<file path="config.mk">
export PLATFORM = sky130hd
export DESIGN_NAME = mem_bus_arbiter_flat
export DESIGN_NICKNAME = d
export VERILOG_FILES = /design/src/rtl/mem_bus_arbiter_if.sv /design/src/rtl/mem_bus_arbiter.sv /design/src/flat_wrapper.sv
export SDC_FILE = /design/constraint.sdc
export NUM_CORES = 1
export LEC_CHECK = 0
export ABC_CLOCK_PERIOD_IN_PS = 2700
export CELL_PAD_IN_SITES_DETAIL_PLACEMENT = 0
export CELL_PAD_IN_SITES_GLOBAL_PLACEMENT = 1
export CORE_AREA = 4 4 186 188
export CTS_CLUSTER_DIAMETER = 150
export DETAILED_ROUTE_END_ITERATION = 12
export DIE_AREA = 0 0 190 192
export PLACE_DENSITY = 0.83
export SLEW_MARGIN = 25
export SYNTH_ARGS = -nofsm -noshare
export SYNTH_HDL_FRONTEND = slang
export SYNTH_SLANG_ARGS = --single-unit
export TNS_END_PERCENT = 20
</file>
<file path="constraint.sdc">
create_clock -name clk_i -period 2.7 [get_ports clk_i]
set_input_delay 0.27 -clock clk_i [delete_from_list [all_inputs] [get_ports clk_i]]
set_output_delay 0.27 -clock clk_i [all_outputs]
set_load 0.01 [all_outputs]
</file>
<file path="src/rtl/mem_bus_arbiter_if.sv">
// Bus bundle between the two core ports, the arbiter and the seven slaves.
// The arbiter uses the slave view; the core/slave side uses the master view.
interface mem_bus_arbiter_if;
  logic [1:0]        req_i;
  logic [1:0][31:0]  addr_i;
  logic [1:0]        we_i;
  logic [1:0][3:0]   be_i;
  logic [1:0][31:0]  wdata_i;
  logic [1:0]        gnt_o;
  logic [1:0]        rvalid_o;
  logic [31:0]       rdata_o;
  logic              err_o;
  logic [6:0]        slv_req_o;
  logic [31:0]       slv_addr_o;
  logic              slv_we_o;
  logic [3:0]        slv_be_o;
  logic [31:0]       slv_wdata_o;
  logic [6:0][31:0]  slv_rdata_i;

  modport slave (
    input  req_i, addr_i, we_i, be_i, wdata_i, slv_rdata_i,
    output gnt_o, rvalid_o, rdata_o, err_o,
           slv_req_o, slv_addr_o, slv_we_o, slv_be_o, slv_wdata_o
  );

  modport master (
    output req_i, addr_i, we_i, be_i, wdata_i, slv_rdata_i,
    input  gnt_o, rvalid_o, rdata_o, err_o,
           slv_req_o, slv_addr_o, slv_we_o, slv_be_o, slv_wdata_o
  );
endinterface

</file>
<file path="src/rtl/mem_bus_arbiter.sv">
// Two-master memory bus arbiter with address decode onto seven slaves and
// per-slave wait-state sequencing; one access in flight at a time.
//
// state | meaning
// IDLE  | no access in flight, grant allowed
// ISSUE | one-cycle slave request pulse for the latched access
// WAIT  | counting down the slave's wait states
// RESP  | response to the latched master, grant allowed (back-to-back)
module mem_bus_arbiter #(
  parameter bit          RR_EN       = 1'b1,
  parameter int unsigned LAT_BOOTROM = 1,
  parameter int unsigned LAT_PERIPH  = 0,
  parameter int unsigned LAT_RAM     = 7,
  parameter int unsigned LAT_FB      = 3
) (
  input  logic            clk_i,
  input  logic            rst_ni,
  mem_bus_arbiter_if.slave bus
);

  typedef enum logic [1:0] {IDLE, ISSUE, WAIT, RESP} state_t;

  state_t      state_q, state_d;
  logic [7:0]  cnt_q, cnt_d;
  logic        mst_q, last_q, we_q, hit_q;
  logic [2:0]  sel_q;
  logic [31:0] addr_q, wdata_q;
  logic [3:0]  be_q;

  logic [1:0]  gnt;
  logic        gnt_any, gnt_mst;
  logic [31:0] gnt_addr;
  logic [2:0]  dec_sel;
  logic        dec_hit;
  logic [31:0] rd_mux;

  logic [1:0]  rvalid;
  logic [31:0] rdata;
  logic        err;
  logic [6:0]  slv_req;

  function automatic logic [7:0] lat_of(input logic [2:0] s);
    case (s)
      3'd0:                   return 8'(LAT_BOOTROM);
      3'd1, 3'd2, 3'd3, 3'd4: return 8'(LAT_PERIPH);
      3'd5:                   return 8'(LAT_RAM);
      default:                return 8'(LAT_FB);
    endcase
  endfunction

  // last_q = 1 means M1 was granted last, so M0 wins the first tie after reset
  always_comb begin
    gnt = 2'b00;
    if (state_q == IDLE || state_q == RESP) begin
      case (bus.req_i)
        2'b01:   gnt = 2'b01;
        2'b10:   gnt = 2'b10;
        2'b11:   gnt = (RR_EN && !last_q) ? 2'b10 : 2'b01;
        default: gnt = 2'b00;
      endcase
    end
  end

  assign gnt_any  = |gnt;
  assign gnt_mst  = gnt[1];
  assign gnt_addr = bus.addr_i[gnt_mst];

  // Slaves 1-4 are consecutive 4 KiB windows, so addr[13:12] picks among them
  always_comb begin
    dec_hit = 1'b1;
    dec_sel = 3'd0;
    if (gnt_addr >= 32'h1A00_0000 && gnt_addr <= 32'h1A00_1FFF)
      dec_sel = 3'd0;
    else if (gnt_addr >= 32'h1B00_0000 && gnt_addr <= 32'h1B00_3FFF)
      dec_sel = 3'd1 + {1'b0, gnt_addr[13:12]};
    else if (gnt_addr >= 32'h1C00_0000 && gnt_addr <= 32'h1C00_FFFF)
      dec_sel = 3'd5;
    else if (gnt_addr >= 32'h1D00_0000 && gnt_addr <= 32'h1D03_FFFF)
      dec_sel = 3'd6;
    else
      dec_hit = 1'b0;
  end

  always_comb begin
    rd_mux = 32'h0;
    for (int i = 0; i < 7; i++) begin
      if (sel_q == 3'(i)) rd_mux = bus.slv_rdata_i[i];
    end
  end

  always_comb begin
    state_d = state_q;
    cnt_d   = cnt_q;
    rvalid  = 2'b00;
    rdata   = 32'h0;
    err     = 1'b0;
    slv_req = 7'h00;
    case (state_q)
      IDLE: begin
        if (gnt_any) begin
          state_d = ISSUE;
          cnt_d   = dec_hit ? lat_of(dec_sel) : 8'd0;
        end
      end
      ISSUE: begin
        if (hit_q) slv_req = 7'b000_0001 << sel_q;
        state_d = (!hit_q || cnt_q == 8'd0) ? RESP : WAIT;
      end
      WAIT: begin
        cnt_d = cnt_q - 8'd1;
        if (cnt_q == 8'd1) state_d = RESP;
      end
      RESP: begin
        rvalid = mst_q ? 2'b10 : 2'b01;
        err    = !hit_q;
        rdata  = (hit_q && !we_q) ? rd_mux : 32'h0;
        if (gnt_any) begin
          state_d = ISSUE;
          cnt_d   = dec_hit ? lat_of(dec_sel) : 8'd0;
        end else begin
          state_d = IDLE;
        end
      end
      default: state_d = IDLE;
    endcase
  end

  always_ff @(posedge clk_i or negedge rst_ni) begin
    if (!rst_ni) begin
      state_q <= IDLE;
      cnt_q   <= 8'd0;
    end else begin
      state_q <= state_d;
      cnt_q   <= cnt_d;
    end
  end

  always_ff @(posedge clk_i or negedge rst_ni) begin
    if (!rst_ni) begin
      mst_q   <= 1'b0;
      last_q  <= 1'b1;
      we_q    <= 1'b0;
      hit_q   <= 1'b0;
      sel_q   <= 3'd0;
      addr_q  <= 32'h0;
      be_q    <= 4'h0;
      wdata_q <= 32'h0;
    end else if (gnt_any) begin
      mst_q   <= gnt_mst;
      last_q  <= gnt_mst;
      we_q    <= bus.we_i[gnt_mst];
      hit_q   <= dec_hit;
      sel_q   <= dec_sel;
      addr_q  <= gnt_addr;
      be_q    <= bus.be_i[gnt_mst];
      wdata_q <= bus.wdata_i[gnt_mst];
    end
  end

  assign bus.gnt_o       = gnt;
  assign bus.rvalid_o    = rvalid;
  assign bus.rdata_o     = rdata;
  assign bus.err_o       = err;
  assign bus.slv_req_o   = slv_req;
  assign bus.slv_addr_o  = addr_q;
  assign bus.slv_we_o    = we_q;
  assign bus.slv_be_o    = be_q;
  assign bus.slv_wdata_o = wdata_q;

endmodule

</file>
<file path="src/flat_wrapper.sv">
// flat-port wrapper written by rule: the top's interface ports become plain ports
module mem_bus_arbiter_flat 
#(
  parameter bit          RR_EN       = 1'b1,
  parameter int unsigned LAT_BOOTROM = 1,
  parameter int unsigned LAT_PERIPH  = 0,
  parameter int unsigned LAT_RAM     = 7,
  parameter int unsigned LAT_FB      = 3
)
  (clk_i, rst_ni, bus_req_i, bus_addr_i, bus_we_i, bus_be_i, bus_wdata_i, bus_slv_rdata_i, bus_gnt_o, bus_rvalid_o, bus_rdata_o, bus_err_o, bus_slv_req_o, bus_slv_addr_o, bus_slv_we_o, bus_slv_be_o, bus_slv_wdata_o);
  mem_bus_arbiter_if bus_i ();
  input  logic clk_i;
  input  logic rst_ni;
  input wire logic [$bits(bus_i.req_i)-1:0] bus_req_i;
  input wire logic [$bits(bus_i.addr_i)-1:0] bus_addr_i;
  input wire logic [$bits(bus_i.we_i)-1:0] bus_we_i;
  input wire logic [$bits(bus_i.be_i)-1:0] bus_be_i;
  input wire logic [$bits(bus_i.wdata_i)-1:0] bus_wdata_i;
  input wire logic [$bits(bus_i.slv_rdata_i)-1:0] bus_slv_rdata_i;
  output wire logic [$bits(bus_i.gnt_o)-1:0] bus_gnt_o;
  output wire logic [$bits(bus_i.rvalid_o)-1:0] bus_rvalid_o;
  output wire logic [$bits(bus_i.rdata_o)-1:0] bus_rdata_o;
  output wire logic [$bits(bus_i.err_o)-1:0] bus_err_o;
  output wire logic [$bits(bus_i.slv_req_o)-1:0] bus_slv_req_o;
  output wire logic [$bits(bus_i.slv_addr_o)-1:0] bus_slv_addr_o;
  output wire logic [$bits(bus_i.slv_we_o)-1:0] bus_slv_we_o;
  output wire logic [$bits(bus_i.slv_be_o)-1:0] bus_slv_be_o;
  output wire logic [$bits(bus_i.slv_wdata_o)-1:0] bus_slv_wdata_o;
  assign bus_i.req_i = bus_req_i;
  assign bus_i.addr_i = bus_addr_i;
  assign bus_i.we_i = bus_we_i;
  assign bus_i.be_i = bus_be_i;
  assign bus_i.wdata_i = bus_wdata_i;
  assign bus_i.slv_rdata_i = bus_slv_rdata_i;
  assign bus_gnt_o = bus_i.gnt_o;
  assign bus_rvalid_o = bus_i.rvalid_o;
  assign bus_rdata_o = bus_i.rdata_o;
  assign bus_err_o = bus_i.err_o;
  assign bus_slv_req_o = bus_i.slv_req_o;
  assign bus_slv_addr_o = bus_i.slv_addr_o;
  assign bus_slv_we_o = bus_i.slv_we_o;
  assign bus_slv_be_o = bus_i.slv_be_o;
  assign bus_slv_wdata_o = bus_i.slv_wdata_o;
  mem_bus_arbiter #(.RR_EN(RR_EN), .LAT_BOOTROM(LAT_BOOTROM), .LAT_PERIPH(LAT_PERIPH), .LAT_RAM(LAT_RAM), .LAT_FB(LAT_FB)) u_core (.clk_i(clk_i), .rst_ni(rst_ni), .bus(bus_i));
endmodule
</file>
==> out/results.ini, run 1 <==
[status]
status=finished, final reports clean

[global_route]
antenna_found_initial=2
overflow=0
grt_pass1_vias=7945
grt_max_degree=60
grt_util_all_layers_pct=16.1
grt_pass1_wl_um=46100

[worst_setup_path]
critPathCaptureType=primary output
path_class=reg -> out
r2r_end=u_core.cnt_q[0]
crit_fanout=8
cp.required_ns=2.43
r2r_cells=15
r2r_start=u_core.state_q[1]
arrival_ns=2.41
startpoint_type=flip-flop
worst-r2r-setup-slack_ns=0.05

[synthesis]
synth_ff_type=dfrtp_1
synth-compound-area-share_pct=20.9
syn_inst=794
yosys_register_bits=85
yosysSeqAreaShare_pct=34.6
synthSimpleGateAreaFrac_pct=26.0
synth.avg_cell_area_um2=7.75
synth_warnings=0
synthAdderAreaFrac_pct=2.03
yosysUniqueCellTypes=54
synth-async-reset-ratio_pct=100
muxShareOfSynthArea_pct=10.9
syn_area_um2=6150
synth_edf_count=0
syn_nets=1170
synth_top_family_by_area=simple AND/OR/NAND/NOR gates
synth-xor-area-share_pct=0.569

[place]
dpl_cell_area_um2=11700
dp_hpwl_um=26000
io_buffers=478
place_ws_ns=-0.223
place_congestion=0.863

[layout]
design_area_um2=12200
multi_input_area_um2=3840
fin_nets=1649
final_cell_mix=clkdlybuf4s50_1 (446), nor2_1 (213), nand2_1 (91), dfrtp_1 (81), a21oi_1 (45)
final_common_cell=clkdlybuf4s50_1
fin_util_pct=36.8
areaGrowthSynthToFinish_pct=98.1
drive_above_1_share_pct=10.1
fillerInstances=3371
seqCellArea_um2=2130

[timing]
tightestPinTransition_ns=0.656
fin_worst_skew_ns=0.00969
tns_ns=0
fin_crit_sh_pct=99.4
fmax_mhz=373
rsz0062_at_grt=true
slew_violations=0
finalSetupViolations=0
finalWorstSetupSlack_ns=0.0155
period_needed_ns=2.68
maxSlewHeadroom_pct=56.2
finalHoldViolCount=0
holdWs_ns=0.473

[floorplan]
initial_utilization_pct=18.6
fp.coreArea_um2=33100
top_level_ports=479
dieWidth_um=190
die-area_um2=36500
die_h_um=192
rows=67

[power]
peakVddDrop_mv=0.525
p_per_area_nw_per_um2=822
p_leak_uw=0.00497

[detailed_routing]
drc=0
dr.pass1.iters=4
ant_nets=0
wl_per_cell_um=18.5
wirelength_um=31900
route.vias.total=7856
first_iter_violations=296
drt-vias-per-instance=4.55

[cts]
root_buffer=clkbuf_16
cts_buffers=9
clk_path_buf_depth=2
h-tree-depth=3
cts_sinks=85
worstSkewPairLatency_ns=0.35
clk_pin_slew_ns=0.06
cts_tree=built

[worst_hold_path]
hold_class=in -> async

[job]
drv_cap=0

-- metrics by stage --
stage / total power, uW / cells
global route: 10800 / 1728
global placement: 8720 / 1701
finish: 10000 / 1728
floorplan: 5640 / 794
detailed placement: 8830 / 1701
CTS: 10100 / 1721
-- worst max-delay path, stage by stage, from the launching register on --
cell             delay (ns)
dfrtp_2                0.51
nor2b_1                0.35
buf_4                  0.23
a211oi_2               0.08
a21oi_2                0.17
a21oi_1                0.06
nor2_1                 0.11
clkdlybuf4s50_1        0.56
-- how the worst max path moves through the flow --
stage | startpoint | end | slack, ns | depth (start not counted)
global route | u_core.state_q[1] | u_core.cnt_q[0] | -0.14 | 15
global placement | bus_req_i[1] | u_core.cnt_q[0] | -0.09 | 14
finish | u_core.sel_q[1] | bus_rdata_o[29] | 0.02 | 7
CTS | u_core.sel_q[0] | bus_rdata_o[29] | -0.07 | 8
floorplan | u_core.state_q[1] | u_core.cnt_q[0] | -0.11 | 17
detailed placement | bus_req_i[1] | u_core.cnt_q[0] | -0.22 | 14
-- routing by layer --
layer,routed length (um),vias up,GRT usage [%]
li1,-,3784,-
met1,12800,3714,19.2
met2,16100,321,28.9
met3,2320,37,3.49
met4,721,0,4.81
met5,0,-,0
-- flip-flops by register name (all words and copies together), names as in the netlist --
| signal | flops |
|---|---|
| u_core.bus.slv_addr_o | 32 |
| u_core.bus.slv_wdata_o | 32 |
| u_core.cnt_q | 8 |
| u_core.bus.slv_be_o | 4 |
| u_core.sel_q | 3 |
| u_core.state_q | 2 |
| u_core.bus.slv_we_o | 1 |
| u_core.hit_q | 1 |
| u_core.last_q | 1 |
| u_core.mst_q | 1 |
-- where the power goes --
part | total [uW] | internal, uW | switching (uW)
logic | 6450 | 3070 | 3380
clock network | 1180 | 651 | 528
registers | 2390 | 1950 | 442
-- area by class of cell --
class / instances / share of cell area [%]
multi-input combinational: 634 / 31.5
clock inverter: 5 / 0.287
antenna: 2 / 0.0410
sequential: 85 / 17.5
timing repair buffer: 531 / 43.7
inverter: 12 / 0.390
tap: 448 / 4.60
clock buffer: 11 / 1.99
-- Yosys cell counts (3+ instances only) --
master | n | area, um2
nor2_1 | 214 | 803
nand2_1 | 92 | 345
dfrtp_1 | 84 | 2100
a21oi_1 | 48 | 240
clkbuf_1 | 46 | 173
o21ai_0 | 41 | 205
o22ai_1 | 38 | 238
a211oi_1 | 33 | 248
a31oi_1 | 32 | 200
mux4_2 | 26 | 586
nand3_1 | 15 | 75.1
nor2b_1 | 11 | 68.8
buf_1 | 10 | 37.5
ha_1 | 10 | 125
inv_1 | 10 | 37.5
mux2i_1 | 7 | 70.1
nor3_1 | 7 | 35.0
nor4_1 | 7 | 43.8
nand4_1 | 6 | 37.5
buf_2 | 4 | 20.0
nand2b_1 | 4 | 25.0
xnor2_1 | 4 | 35.0
buf_6 | 3 | 33.8
nor4b_1 | 3 | 26.3
o2111ai_1 | 3 | 26.3
o32ai_1 | 3 | 26.3
or3_1 | 3 | 18.8
-- timing repair --
action / 4_1_cts / 5_1_grt
hold buffers: 1 / 0
buffers inserted: 3 / 5
gates resized for setup: 25 / 25
pin swaps: 4 / 3
setup endpoints to repair: 19 / 23
hold endpoints to repair: 40 / 0
-- cells by family (layout without fill, tap and decap cells) --
family	count (synthesis)	after routing
AO/OA/AOI/OAI	210	210
XOR/XNOR	4	4
adder cells (fa/ha/maj)	10	10
buffers and inverters	75	559
flip-flops	85	85
multiplexers	34	34
other	0	2
AND/OR/NAND/NOR	376	376
No activity file was read; power rests on OpenSTA's default activity.
==> inputs of run 2 (changes only) <==
--- a/config.mk
+++ b/config.mk
@@ -5,14 +5,14 @@
 export SDC_FILE = /design/constraint.sdc
 export NUM_CORES = 1
 export LEC_CHECK = 0
-export ABC_CLOCK_PERIOD_IN_PS = 2700
+export ABC_CLOCK_PERIOD_IN_PS = 2840
 export CELL_PAD_IN_SITES_DETAIL_PLACEMENT = 0
 export CELL_PAD_IN_SITES_GLOBAL_PLACEMENT = 1
-export CORE_AREA = 4 4 186 188
+export CORE_AREA = 4 4 183 185
 export CTS_CLUSTER_DIAMETER = 150
 export DETAILED_ROUTE_END_ITERATION = 12
-export DIE_AREA = 0 0 190 192
-export PLACE_DENSITY = 0.83
+export DIE_AREA = 0 0 187 189
+export PLACE_DENSITY = 0.82
 export SLEW_MARGIN = 25
 export SYNTH_ARGS = -nofsm -noshare
 export SYNTH_HDL_FRONTEND = slang
==> constraint.sdc (replaced) <==
create_clock -name clk_i -period 2.84 [get_ports clk_i]
set_input_delay 0.284 -clock clk_i [delete_from_list [all_inputs] [get_ports clk_i]]
set_output_delay 0.284 -clock clk_i [all_outputs]
set_load 0.01 [all_outputs]
==> out/results.ini, run 2 (synthesis results as in run 1) <==
[cts]
cts_tree=built
h-tree-depth=3  ; unchanged
root_buffer=clkbuf_16
clk_path_buf_depth=2  ; unchanged
worstSkewPairLatency_ns=0.36  ; about the same
cts_buffers=9  ; unchanged
cts_sinks=85  ; unchanged
holdBufCountCts=0  ; -1
clk_pin_slew_ns=0.08  ; +0.02 ns

[worst_setup_path]
crit_fanout=32  ; +24
critPathCaptureType=primary output
cpPeakStageDelay_ns=0.61  ; +0.05 ns
path_class=reg -> out
critical_path.cell_chain=buf_4, ha_1, and3b_1, buf_12, o21ai_0, a211oi_1, clkdlybuf4s50_1
cp.required_ns=2.56  ; +0.13 ns
arrival_ns=2.47  ; +0.06 ns
startpoint_type=flip-flop
cpMaxStageDelayCell=clkdlybuf4s50_1

[timing]
slew_violations=0  ; unchanged
fin_worst_skew_ns=0.0161  ; +0.00636 ns
finalSetupViolations=0  ; unchanged
tightestPinTransition_ns=0.822  ; +0.167 ns
maxSlewHeadroom_pct=45.2  ; -11 points
tns_ns=0  ; unchanged
period_needed_ns=2.75
fin_crit_sh_pct=96.9
finalWorstSetupSlack_ns=0.0868  ; +0.0713 ns
rsz0062_at_grt=true
holdWs_ns=-0.0274  ; -0.500 ns
fmax_mhz=363
finalHoldViolCount=12  ; +12

[global_route]
grt_max_degree=74  ; +23%
grt_pass1_wl_um=48600  ; +5.4%
grt_pass1_vias=8078  ; +1.7%
antenna_found_initial=6  ; +4
overflow=0  ; unchanged
grt_util_all_layers_pct=17.4  ; +1.3 points

[floorplan]
die_h_um=189  ; -1.6%
die-area_um2=35300  ; -3.1%
initial_utilization_pct=19.2  ; +0.62 points
top_level_ports=479  ; unchanged
fp.coreArea_um2=32000  ; -3.2%
rows=66  ; -1.5%
dieWidth_um=187  ; -1.6%

[power]
p_leak_uw=0.00468  ; -5.9%
p_switching_uw=4130  ; -5.0%
share_seq_of_total_power_pct=23.9  ; about the same
peakVddDrop_mv=0.540  ; +3.0%
p_per_area_nw_per_um2=796  ; -3.2%
clock_power_share_pct=13.0  ; +1.2 points
swShare_pct=43.2  ; -0.16 points
p_int_uw=5420  ; -4.4%
combinationalPowerShare_pct=63.1  ; -1.3 points

[detailed_routing]
wl_per_cell_um=19.3  ; +4.8%
ant_nets=0  ; unchanged
drt-vias-per-instance=4.70  ; +3.4%
first_iter_violations=362  ; +22%
drc=0  ; unchanged
dr.pass1.iters=5  ; +1
route.vias.total=7862  ; +0.076%
wirelength_um=32400  ; +1.5%

[place]
place_congestion=0.830  ; -3.9%
io_buffers=478  ; unchanged
place_ws_ns=-0.137  ; +0.0865 ns
dpl_cell_area_um2=11600  ; -1.2%
dp_hpwl_um=26000  ; +0.24%
place_inst=1650  ; -3.0%

[layout]
fin_cells=1673  ; -3.2%
drive_above_1_share_pct=8.55  ; -1.5 points
final_common_cell=clkdlybuf4s50_1
design_area_um2=12000  ; -1.5%
fin_nets=1634  ; -0.91%
final_cell_mix=clkdlybuf4s50_1 (468), nor2_1 (213), nand2_1 (92), dfrtp_1 (81), a21oi_1 (46)
areaGrowthSynthToFinish_pct=95.2

[worst_hold_path]
hold_class=in -> async

[job]
drv_cap=0  ; unchanged

[status]
status=finished, violations left
violations=hold timing

run 2: final timing paths:
check | to | cells past startpoint | slack [ns] | from
max | bus_rdata_o[4] | 7 | 0.09 | u_core.state_q[1]
max reg2reg | u_core.cnt_q[0] | 15 | 0.13 | u_core.state_q[0]
max in group asynchronous | u_core.sel_q[0] | 1 | 2.24 | rst_ni
min reg2reg | u_core.bus.slv_addr_o[13] | 2 | 0.48 | u_core.bus.slv_addr_o[13]
min in group clk_i | u_core.bus.slv_addr_o[13] | 2 | 0.48 | u_core.bus.slv_addr_o[13]
min | u_core.bus.slv_wdata_o[14] | 1 | -0.03 | rst_ni
run 2: worst max-delay path, delay by kind of cell (launching register included):
kind | cells | cell delay [ns]
flops | 1 | 0.38
buf+inv | 3 | 0.94
compound gates | 2 | 0.34
simple gates | 1 | 0.23
fa+ha+maj | 1 | 0.20
run 2: timing repair:
action / CTS / global route
gates resized for setup: 3 / 16
pin swaps: 1 / 9
gates cloned: 0 / 0
setup buffers: 0 / 5
endpoints found under the setup margin: 2 / 6
run 2: layout make-up:
cell class                 count  area, um2
timing repair buffer         516       5200
fill                        3272      20000
inverter                      12       47.5
clock buffer                   9        225
multi-input combinational    634       3800
sequential                    85       2130
tap                          408        510
antenna                        2       5.00
clock inverter                 7       82.6
run 2: through the flow:
step / utilization [%] / power, uW
after global placement: 36.2 / 8230
after global routing: 37.5 / 10300
after CTS: 37.2 / 9600
after floorplan: - / 5360
after detailed placement: 36.2 / 8300
final: 37.5 / 9550
run 2: metal layers:
metal / global-route usage [%] / vias to the layer above / share of wire (%)
met2: 30.7 / 329 / 51
met5: 0 / - / 0.040
met1: 20.9 / 3733 / 40
met4: 4.72 / 2 / 1.4
li1: - / 3770 / -
met3: 4.65 / 28 / 7.3
run 2: power by group through the flow:
stage,combinational [uW],clock (uW),sequential (uW)
3_5_place_dp,6000,0,2310
5_1_grt,6610,1340,2380
6_report,6030,1240,2280
2_1_floorplan,2950,0,2410
4_1_cts,6020,1290,2300
3_3_place_gp,5940,0,2290
